--- src/rtl/fifo_wr_ctrl.sv ---
// Write-side FIFO controller: waits for empty, settles, then writes one counting burst.
// Optional macro FIFO_WR_PAUSE_EN adds a pause input that stalls the burst in place.
module fifo_wr_ctrl #(
    parameter int DATA_W     = 8,
    parameter int BURST_LEN  = 256,
    parameter int SETTLE_CYC = 10
) (
    input  logic              sys_clk,
    input  logic              sys_rst_n,
    input  logic              wrempty,
    input  logic              wrfull,
`ifdef FIFO_WR_PAUSE_EN
    input  logic              pause,
`endif
    output logic              wrreq,
    output logic [DATA_W-1:0] data,
    output logic              busy,
    output logic [15:0]       burst_cnt
);

    typedef enum logic [1:0] {
        S_IDLE,
        S_WAIT,
        S_WRITE
    } state_t;

    localparam logic [7:0]  SETTLE_LAST = 8'(SETTLE_CYC - 1);
    localparam logic [15:0] LAST_WORD   = 16'(BURST_LEN - 1);

    state_t              r_state;
    state_t              w_state_nxt;
    logic [7:0]          r_wait_cnt;
    logic [7:0]          w_wait_nxt;
    logic [15:0]         r_word_cnt;
    logic [15:0]         w_word_nxt;
    logic [DATA_W-1:0]   r_data;
    logic [DATA_W-1:0]   w_data_nxt;
    logic [15:0]         r_burst_cnt;
    logic [15:0]         w_burst_nxt;
    logic                w_pause;
    logic                w_wrreq;

`ifdef FIFO_WR_PAUSE_EN
    assign w_pause = pause;
`else
    assign w_pause = 1'b0;
`endif

    // Full blocks the write in the same cycle it is seen
    assign w_wrreq   = (r_state == S_WRITE) && !wrfull && !w_pause;
    assign wrreq     = w_wrreq;
    assign data      = r_data;
    assign busy      = (r_state != S_IDLE);
    assign burst_cnt = r_burst_cnt;

    always_comb begin
        w_state_nxt = r_state;
        w_wait_nxt  = r_wait_cnt;
        w_word_nxt  = r_word_cnt;
        w_data_nxt  = r_data;
        w_burst_nxt = r_burst_cnt;
        unique case (r_state)
            S_IDLE: begin
                if (wrempty) begin
                    w_state_nxt = S_WAIT;
                    w_wait_nxt  = 8'd0;
                end
            end
            S_WAIT: begin
                w_wait_nxt = r_wait_cnt + 8'd1;
                if (r_wait_cnt == SETTLE_LAST) begin
                    w_state_nxt = S_WRITE;
                    w_data_nxt  = '0;
                    w_word_nxt  = 16'd0;
                end
            end
            S_WRITE: begin
                if (w_wrreq) begin
                    w_data_nxt = r_data + 1'b1;
                    w_word_nxt = r_word_cnt + 16'd1;
                    if (r_word_cnt == LAST_WORD) begin
                        w_state_nxt = S_IDLE;
                        w_burst_nxt = r_burst_cnt + 16'd1;
                    end
                end else if (wrfull) begin
                    w_state_nxt = S_IDLE;
                    w_burst_nxt = r_burst_cnt + 16'd1;
                end
            end
            default: begin
                w_state_nxt = S_IDLE;
            end
        endcase
    end

    always_ff @(posedge sys_clk or negedge sys_rst_n) begin
        if (!sys_rst_n) begin
            r_state     <= S_IDLE;
            r_wait_cnt  <= 8'd0;
            r_word_cnt  <= 16'd0;
            r_data      <= '0;
            r_burst_cnt <= 16'd0;
        end else begin
            r_state     <= w_state_nxt;
            r_wait_cnt  <= w_wait_nxt;
            r_word_cnt  <= w_word_nxt;
            r_data      <= w_data_nxt;
            r_burst_cnt <= w_burst_nxt;
        end
    end

endmodule

--- config.mk ---
export PLATFORM = sky130hd
export DESIGN_NAME = fifo_wr_ctrl
export DESIGN_NICKNAME = d
export VERILOG_FILES = /design/src/rtl/fifo_wr_ctrl.sv
export SDC_FILE = /design/constraint.sdc
export NUM_CORES = 1
export LEC_CHECK = 0
export CAP_MARGIN = 20
export CORE_MARGIN = 4
export CORE_UTILIZATION = 50
export CTS_BUF_LIST = sky130_fd_sc_hd__clkbuf_4 sky130_fd_sc_hd__clkbuf_8
export DETAILED_ROUTE_END_ITERATION = 8
export PLACE_DENSITY = 0.76
export SYNTH_ARGS = -nofsm -noshare
export SYNTH_HDL_FRONTEND = slang
export SYNTH_SLANG_ARGS = --single-unit
--- constraint.sdc ---
create_clock -name sys_clk -period 2.07 [get_ports sys_clk]
set_clock_uncertainty 0.1 [all_clocks]
set_input_delay 0.3105 -clock sys_clk [delete_from_list [all_inputs] [get_ports sys_clk]]
set_output_delay 0.3105 -clock sys_clk [all_outputs]
set_load 0.01 [all_outputs]
==> flow_summary.ini, run 1 <==
[status]
status = finished clean

[synthesis]
synthCells = 257
avgSynthCellArea_um2 = 9.61
ys_ff_latch = 50
syn_nets = 266
ys.warnings.count = 0
ys.flop_type = dfrtp_1
synth_edf_count = 0
synth_cell_types = 36
syn_area_um2 = 2470
async_reset_ff_share_pct = 100
ys_seq_area_share_pct = 50.7

[worst_setup_path]
reg2reg_from = r_wait_cnt[0]
crit_required_ps = 1660
crit_family = buffers and inverters
path_depth = 4
startpoint = r_state[0]
critPathCaptureType = output pin
cpPeakStageDelay_ps = 400
crit_fanout = 6
worstSetupPathType = register to output pin
arrival_ps = 1590
critPathBufInv = 3
critPathLaunchType = register
rr_worst_depth = 7
cp_cell_sequence = or3b_4 > inv_1 > buf_4 > clkdlybuf4s15_1
cp_slowest_cell = or3b_4

[clock_tree]
insertion_delay_ps = 300
cts_root_buf = clkbuf_8
clock_sinks = 50
cts_tree = done
clock_path_buffers = 2
cts_max_level = 2
numCtsBuffers = 5
clk_pin_slew_worst_paths_ps = 90

[sta]
setup_viol = 0
fin_hold_ws_ps = 399
rsz0062_at_grt = yes
min_period_over_period_pct = 96.4
slew_violations = 0
fmax_ghz = 0.501
hold_viol = 0
period_needed_ps = 2000
relSlewSlack_pct = 59.5
worstMarginPinSlew_ps = 608

[final_layout]
area_growth_pct = 31.1
fin_cells = 384
seqCellArea_um2 = 1250
final_nets = 325
antenna-diode-count = 0
drive_gt1_share_pct = 16.4
multiInputGateArea_um2 = 1220
n_fill_cell = 408
fin_util_pct = 68.1

[route]
ant_nets = 0
first_iter_violations = 133
routed_wl_um = 5800
via_per_inst = 5.72
drc = 0
routed-via-count = 2195
wl_per_cell_um = 15.1
drtPass1Iterations = 4

[global_routing]
grtUsageMet1_pct = 25.5
grt_pass1_vias = 2094
grt_max_degree = 31
overflow = 0
grt_pass1_wl_um = 9700
grtUsageTotal_pct = 19.8
antenna_found_initial = 0
grt.busiest_layer = met2
use_met2_pct = 32.8
use_met3_pct = 3.78

[placement]
routabilityCongestion = 0.839
dp_hpwl_um = 3910
port_buffers = 29
dp_cells = 370

[pwr]
leakage_nw = 1.44
power.density_nw_per_um2 = 857
vdd_drop_max_mv = 0.664

[floorplan]
dieArea_um2 = 6130
rows = 25
core_area_um2 = 4750
die_w_um = 78.3
io_pins = 30
start_util_pct = 51.9
fp.dieH_um = 78.3

[run]
cap_violations = 0

[min_path]
min_path_type = input pin to asynchronous set/reset pin
## per-layer routing
| layer | part of all wire, % | wire length (µm) | up-vias |
|---|---|---|---|
| met5 | 0 | 0 | - |
| met4 | 2.1 | 121 | 0 |
| met3 | 3.9 | 226 | 12 |
| met2 | 52 | 2990 | 61 |
| met1 | 42 | 2460 | 1068 |
| li1 | - | - | 1054 |
## final timing paths
path,to,slack (ps)
max,wrreq,70
min,data[3],400
max reg2reg,data[4],90
min reg2reg,burst_cnt[15],400
max in group asynchronous,r_word_cnt[8],930
min in group sys_clk,burst_cnt[15],400
## sequential cells by signal, summed over array words and instances (netlist names)
name,count
burst_cnt,16
r_word_cnt,16
data,8
r_wait_cnt,8
r_state,2
## cells by family after synthesis
logic type | after synthesis | synth area share [%]
xor+xnor | 19 | 6.74
flops | 50 | 50.7
compound gates | 42 | 9.37
fa+ha+maj | 5 | 2.53
buf+inv | 14 | 2.18
simple gates | 122 | 26.4
mux | 5 | 2.08
## cell type report
class	count	area share, %
multi-input cells	193	37.7
inverters	4	0.464
clock buffers	7	2.59
repair buffers	62	17.1
well taps	67	2.59
flip-flops and latches	50	38.7
clock inverters	1	0.928
## synth_stat cells (2+ instances only)
library cell	instances	share of area [%]
a21oi_1	11	2.2
a31oi_1	2	0.51
and3_1	4	1.0
and4_1	5	1.8
clkbuf_1	9	1.4
dfrtp_1	50	51
ha_1	5	2.5
inv_1	4	0.61
mux2i_1	4	1.6
nand2_1	30	4.6
nand3_1	25	5.1
nand4_1	8	2.0
nor2_1	11	1.7
nor3_1	10	2.0
nor3b_1	2	0.61
nor4_1	6	1.5
nor4b_1	2	0.71
o211ai_1	2	0.61
o21ai_0	22	4.5
o31ai_1	2	0.61
or3_1	6	1.5
or4_1	6	1.8
xnor2_1	3	1.1
xor2_1	16	5.7
## what timing repair did
action                                  CTS  global route
setup buffers                             5             1
hold endpoints to repair                 20             0
resized for setup                         4             8
pin swaps                                 5             2
endpoints found under the setup margin    5            18
hold buffers                              1             0
gates cloned                              1             0
## metrics by stage
stage	instance area [µm²]	total power [mW]	setup TNS (ps)	setup WS, ps
6_report	3240	2.77	0	73.7
5_1_grt	3240	2.93	-38.1	-19.4
4_1_cts	3200	2.76	0	32.7
3_5_place_dp	3020	2.00	-2500	-365
3_3_place_gp	3020	1.98	-2240	-355
2_1_floorplan	2480	1.60	0	44.8
## power by group
group	leakage (nW)	switching, mW	internal, mW
logic	0.723	0.416	0.426
registers	0.657	0.118	1.11
clock network	0.0593	0.319	0.388
total	1.44	0.853	1.92
## placed cells by master, fill, tap and decap left out, types with 3 or more instances in the layout
| master | synthesis | routed |
|---|---|---|
| inv_1 | 4 | 4 |
| nor4_1 | 6 | 4 |
| or3_1 | 6 | 6 |
| nand3_1 | 25 | 25 |
| xor2_1 | 16 | 16 |
| mux2i_1 | 4 | 4 |
| clkbuf_8 | 0 | 5 |
| ha_1 | 5 | 4 |
| and3_1 | 4 | 4 |
| nand2_1 | 30 | 30 |
| or4_1 | 6 | 5 |
| buf_4 | 0 | 30 |
| nand4_1 | 8 | 8 |
| nor2_1 | 11 | 11 |
| clkdlybuf4s50_1 | 0 | 25 |
| a21oi_1 | 11 | 11 |
| nor3_1 | 10 | 10 |
| xnor2_1 | 3 | 3 |
| dfrtp_1 | 50 | 50 |
| o21ai_0 | 22 | 22 |
| and4_1 | 5 | 5 |
Note: power is estimated with default switching activity, not from simulation.
==> run 2, diff against run 1 <==
Settings changed: SETUP_SLACK_MARGIN from default to 0.02.
==> run 2 against run 1 <==
Largest power group unchanged. Worst hold slack worse by 0.75 ps. Cell count stayed put. Final area grew 0.54%.
==> flow_summary.ini, run 2 (same netlist as run 1, synthesis figures left out) <==
[status]
status = finished clean

[pwr]
pwr-share-seq_pct = 44.0
power_switching_mw = 0.866
swShare_pct = 31.1
pwr-share-clk_pct = 25.6
leakage_nw = 1.44
vdd_drop_max_mv = 0.666
power.density_nw_per_um2 = 856
p_int_mw = 1.92
power_frac_comb_pct = 30.4
total_power_mw = 2.78

[placement]
routabilityCongestion = 0.839
port_buffers = 29
dp_cells = 370
dp_hpwl_um = 3910

[route]
via_per_inst = 5.75
first_iter_violations = 134
wl_per_cell_um = 15.4
drtPass1Iterations = 4
routed_wl_um = 5900
routed-via-count = 2208
ant_nets = 0
drc = 0

[sta]
worstMarginPinSlew_ps = 653
slew_violations = 0
setup_viol = 0
hold_viol = 0
fin_hold_ws_ps = 398
period_needed_ps = 2060
min_period_over_period_pct = 99.4
fmax_ghz = 0.486
relSlewSlack_pct = 56.5
rsz0062_at_grt = yes

[global_routing]
grt_pass1_wl_um = 9770
antenna_found_initial = 0
grt_max_degree = 31
grt_pass1_vias = 2115
overflow = 0
grtUsageTotal_pct = 19.9

[worst_setup_path]
arrival_ps = 2200
worstSetupPathType = register to register
crit_required_ps = 2210
critPathLaunchType = register
r2r_slack_ps = 10
critPathCaptureType = register
crit_fanout = 6

[final_layout]
fin_cells = 384
final_cell_mix = dfrtp_1 (50), nand2_1 (30), buf_4 (29)
area_growth_pct = 31.8
drive_gt1_share_pct = 17.7
layout_commonest_cell = dfrtp_1
n_fill_cell = 400
antenna-diode-count = 0
fin_util_pct = 68.4
final_nets = 325

[floorplan]
start_util_pct = 51.9
core_area_um2 = 4750
fp.dieH_um = 78.3
die_w_um = 78.3
rows = 25
io_pins = 30
dieArea_um2 = 6130

[clock_tree]
cts_tree = done
cts_max_level = 2
cts_root_buf = clkbuf_8
clock_sinks = 50
clk_pin_slew_worst_paths_ps = 90
numCtsBuffers = 5
insertion_delay_ps = 310
clock_path_buffers = 2

[run]
cap_violations = 0

[min_path]
min_path_type = input pin to asynchronous set/reset pin
run 2: worst paths after layout:
path	from	to	cells past startpoint
setup / recovery	r_state[0]	r_word_cnt[15]	5
hold / removal	sys_rst_n	data[3]	2
setup reg to reg	r_state[0]	r_word_cnt[15]	5
hold reg to reg	burst_cnt[15]	burst_cnt[15]	1
max in group asynchronous	sys_rst_n	r_word_cnt[8]	3
min in group sys_clk	burst_cnt[15]	burst_cnt[15]	1
run 2: per-layer routing:
layer	global-route usage, %	up-vias	part of all wire [%]	wire length [µm]
met5	0	-	0	0
met4	8.57	0	2.3	137
met3	3.78	15	4.3	251
met2	32.8	64	51	2990
met1	25.6	1069	43	2530
li1	-	1060	-	-
run 2: worst max-delay path: stages (launching register included):
cell	delay [ps]
dfrtp_1	390
or3b_4	380
buf_6	120
or4_4	440
or4_1	480
nand2_1	80
run 2: power groups by stage:
stage | registers, mW | logic, mW | clock network (mW)
after detailed placement | 1.24 | 0.766 | 0
after global placement | 1.23 | 0.745 | 0
final | 1.23 | 0.848 | 0.712
after global routing | 1.25 | 0.930 | 0.761
after CTS | 1.22 | 0.806 | 0.723
after floorplan | 1.28 | 0.320 | 0
run 2: area by class of cell:
type / count / area [µm²] / area share, %
well taps: 67 / 83.8 / 2.58
clock inverters: 1 / 30.0 / 0.923
flip-flops and latches: 50 / 1250 / 38.4
multi-input cells: 193 / 1240 / 38.1
inverters: 4 / 15.0 / 0.461
repair buffers: 62 / 549 / 16.9
clock buffers: 7 / 83.8 / 2.58
run 2: per-stage QoR:
| stage | worst slack (ps) | TNS (ps) | area, µm² |
|---|---|---|---|
| floorplan | 44.8 | 0 | 2480 |
| global placement | -355 | -2240 | 3020 |
| detailed placement | -365 | -2500 | 3020 |
| CTS | 20.9 | 0 | 3200 |
| global route | -40.6 | -78.2 | 3250 |
| finish | 11.7 | 0 | 3250 |
run 2: repair_timing:
| action | 4_1_cts | 5_1_grt |
|---|---|---|
| hold buffers | 1 | 0 |
| resized for setup | 5 | 12 |
| buffers inserted | 4 | 1 |
| setup endpoints to repair | 5 | 23 |
| pin swaps | 2 | 1 |
| cloned | 1 | 0 |
| endpoints found under the hold margin | 20 | 0 |
==> run 3, diff against run 2 <==
Settings changed: DONT_BUFFER_PORTS from default to 1, PLACE_DENSITY 0.76 to 0.68, TNS_END_PERCENT from default to 1.
==> run 3 against run 2 <==
Fmax rose by 3.9%. Combinational power shrank 27%. Worst setup slack improved by 77 ps. Register-to-register slack improved by 80 ps. First-iteration DRC count shrank 5.2%. Worst hold slack worse by 290 ps. Die area unchanged. Global-route usage fell by 0.68 points. Clock-buffer cell count down 1. Sequential cell count stayed put. Core utilization down 7.9 points. Routed wire length down 8.4%.
==> flow_summary.ini, run 3 (same netlist as run 1, synthesis figures left out) <==
[clock_tree]
clock_path_buffers = 2
clock_sinks = 50
insertion_delay_ps = 300
cts_max_level = 2
cts_tree = done
cts_root_buf = clkbuf_8
post_cts_buffers = 0
numCtsBuffers = 5
clk_pin_slew_worst_paths_ps = 90

[final_layout]
area_growth_pct = 16.6
final_area_um2 = 2880
layout_commonest_cell = dfrtp_1
final_nets = 290
antenna-diode-count = 0
final_cell_mix = dfrtp_1 (50), nand2_1 (30), nand3_1 (25)
drive_gt1_share_pct = 15.6
fin_util_pct = 60.6
n_fill_cell = 424
fin_cells = 349

[worst_setup_path]
critPathLaunchType = register
cpPeakStageDelay_ps = 380
r2r_slack_ps = 90
cp_cell_sequence = inv_1 > ha_1 > nor4bb_2 > a31oi_1 > buf_4 > or3_1 > a21oi_1
arrival_ps = 2110
worstSetupPathType = register to register
crit_fanout = 20
critPathCaptureType = register
cp_slowest_cell = dfrtp_1
crit_family = simple AND/OR/NAND/NOR gates
critPathBufInv = 2
crit_required_ps = 2200

[route]
drc = 0
routed-via-count = 2013
first_iter_violations = 127
wl_per_cell_um = 15.5
drtPass1Iterations = 4
via_per_inst = 5.77
routed_wl_um = 5410
ant_nets = 0

[sta]
setup_viol = 0
fin_hold_ws_ps = 107
tns_ps = 0
relSlewSlack_pct = 58.0
rsz0062_at_grt = yes
slew_violations = 0
worstMarginPinSlew_ps = 629
hold_viol = 0
fmax_ghz = 0.505
fin_ws_ps = 88.6
period_needed_ps = 1980
min_period_over_period_pct = 95.7

[status]
status = finished clean

[floorplan]
rows = 25
start_util_pct = 51.9
fp.dieH_um = 78.3
io_pins = 30
dieArea_um2 = 6130
die_w_um = 78.3
core_area_um2 = 4750

[pwr]
total_power_mw = 2.47
power_frac_comb_pct = 25.0
power_switching_mw = 0.824
pwr-share-clk_pct = 24.0
power.density_nw_per_um2 = 858
pwr-share-seq_pct = 51.0
vdd_drop_max_mv = 0.590
p_int_mw = 1.65
swShare_pct = 33.3
leakage_nw = 1.29

[placement]
routabilityCongestion = 0.810
dpl_worst_slack_ps = 26.8
dp_hpwl_um = 3700
port_buffers = 0
postPlaceCellArea_um2 = 2710
dp_cells = 339

[global_routing]
grtUsageTotal_pct = 19.2
overflow = 0
grt_max_degree = 51
grt_pass1_wl_um = 9380
grt_pass1_vias = 1980
antenna_found_initial = 0

[run]
cap_violations = 0

[min_path]
min_path_type = input pin to register
[run 3: what timing repair did]
item,4_1_cts,5_1_grt
endpoints found under the hold margin,50,0
resized for setup,0,7
hold buffers,2,0
setup endpoints to repair,0,10
[run 3: area by class of cell]
type                       count  area [µm²]  share of cell area [%]
clock buffer                   6        82.6                    2.87
clock inverter                 2        12.5                   0.435
inverter                       4        15.0                   0.522
multi-input combinational    193        1200                    41.9
sequential                    50        1250                    43.5
tap                           67        83.8                    2.91
timing repair buffer          27         229                    7.95
[run 3: worst reg2reg max path: cells and delay by family, from the launching register on]
family	cells	cell delay, ps
AO/OA/AOI/OAI	2	330
flip-flops	1	380
AND/OR/NAND/NOR	2	680
adder cells (fa/ha/maj)	1	130
buffers and inverters	2	290
[run 3: path summary, 6_finish.rpt]
check | to | from | depth (start not counted)
worst max register to register | r_word_cnt[8] | r_wait_cnt[1] | 7
worst max-delay path | r_word_cnt[8] | r_wait_cnt[1] | 7
worst min register to register | r_wait_cnt[7] | r_wait_cnt[7] | 1
worst min-delay path | r_word_cnt[10] | wrfull | 2
max in group asynchronous | r_word_cnt[11] | sys_rst_n | 2
min in group asynchronous | r_word_cnt[0] | sys_rst_n | 2
[run 3: power groups by stage]
stage / combinational (mW) / clock (mW) / sequential, mW
after global placement: 0.555 / 0 / 1.27
after CTS: 0.608 / 0.618 / 1.26
after global routing: 0.705 / 0.658 / 1.29
after detailed placement: 0.579 / 0 / 1.28
after floorplan: 0.319 / 0 / 1.28
final: 0.619 / 0.593 / 1.26
[run 3: layer usage]
layer  vias to the layer above  global-route usage (%)  part of all wire [%]
li1                        985                       -                     -
met3                         5                    5.50                   4.2
met1                       985                    23.9                    46
met2                        38                    31.8                    48
met4                         0                    6.99                   1.3
met5                         -                       0                     0
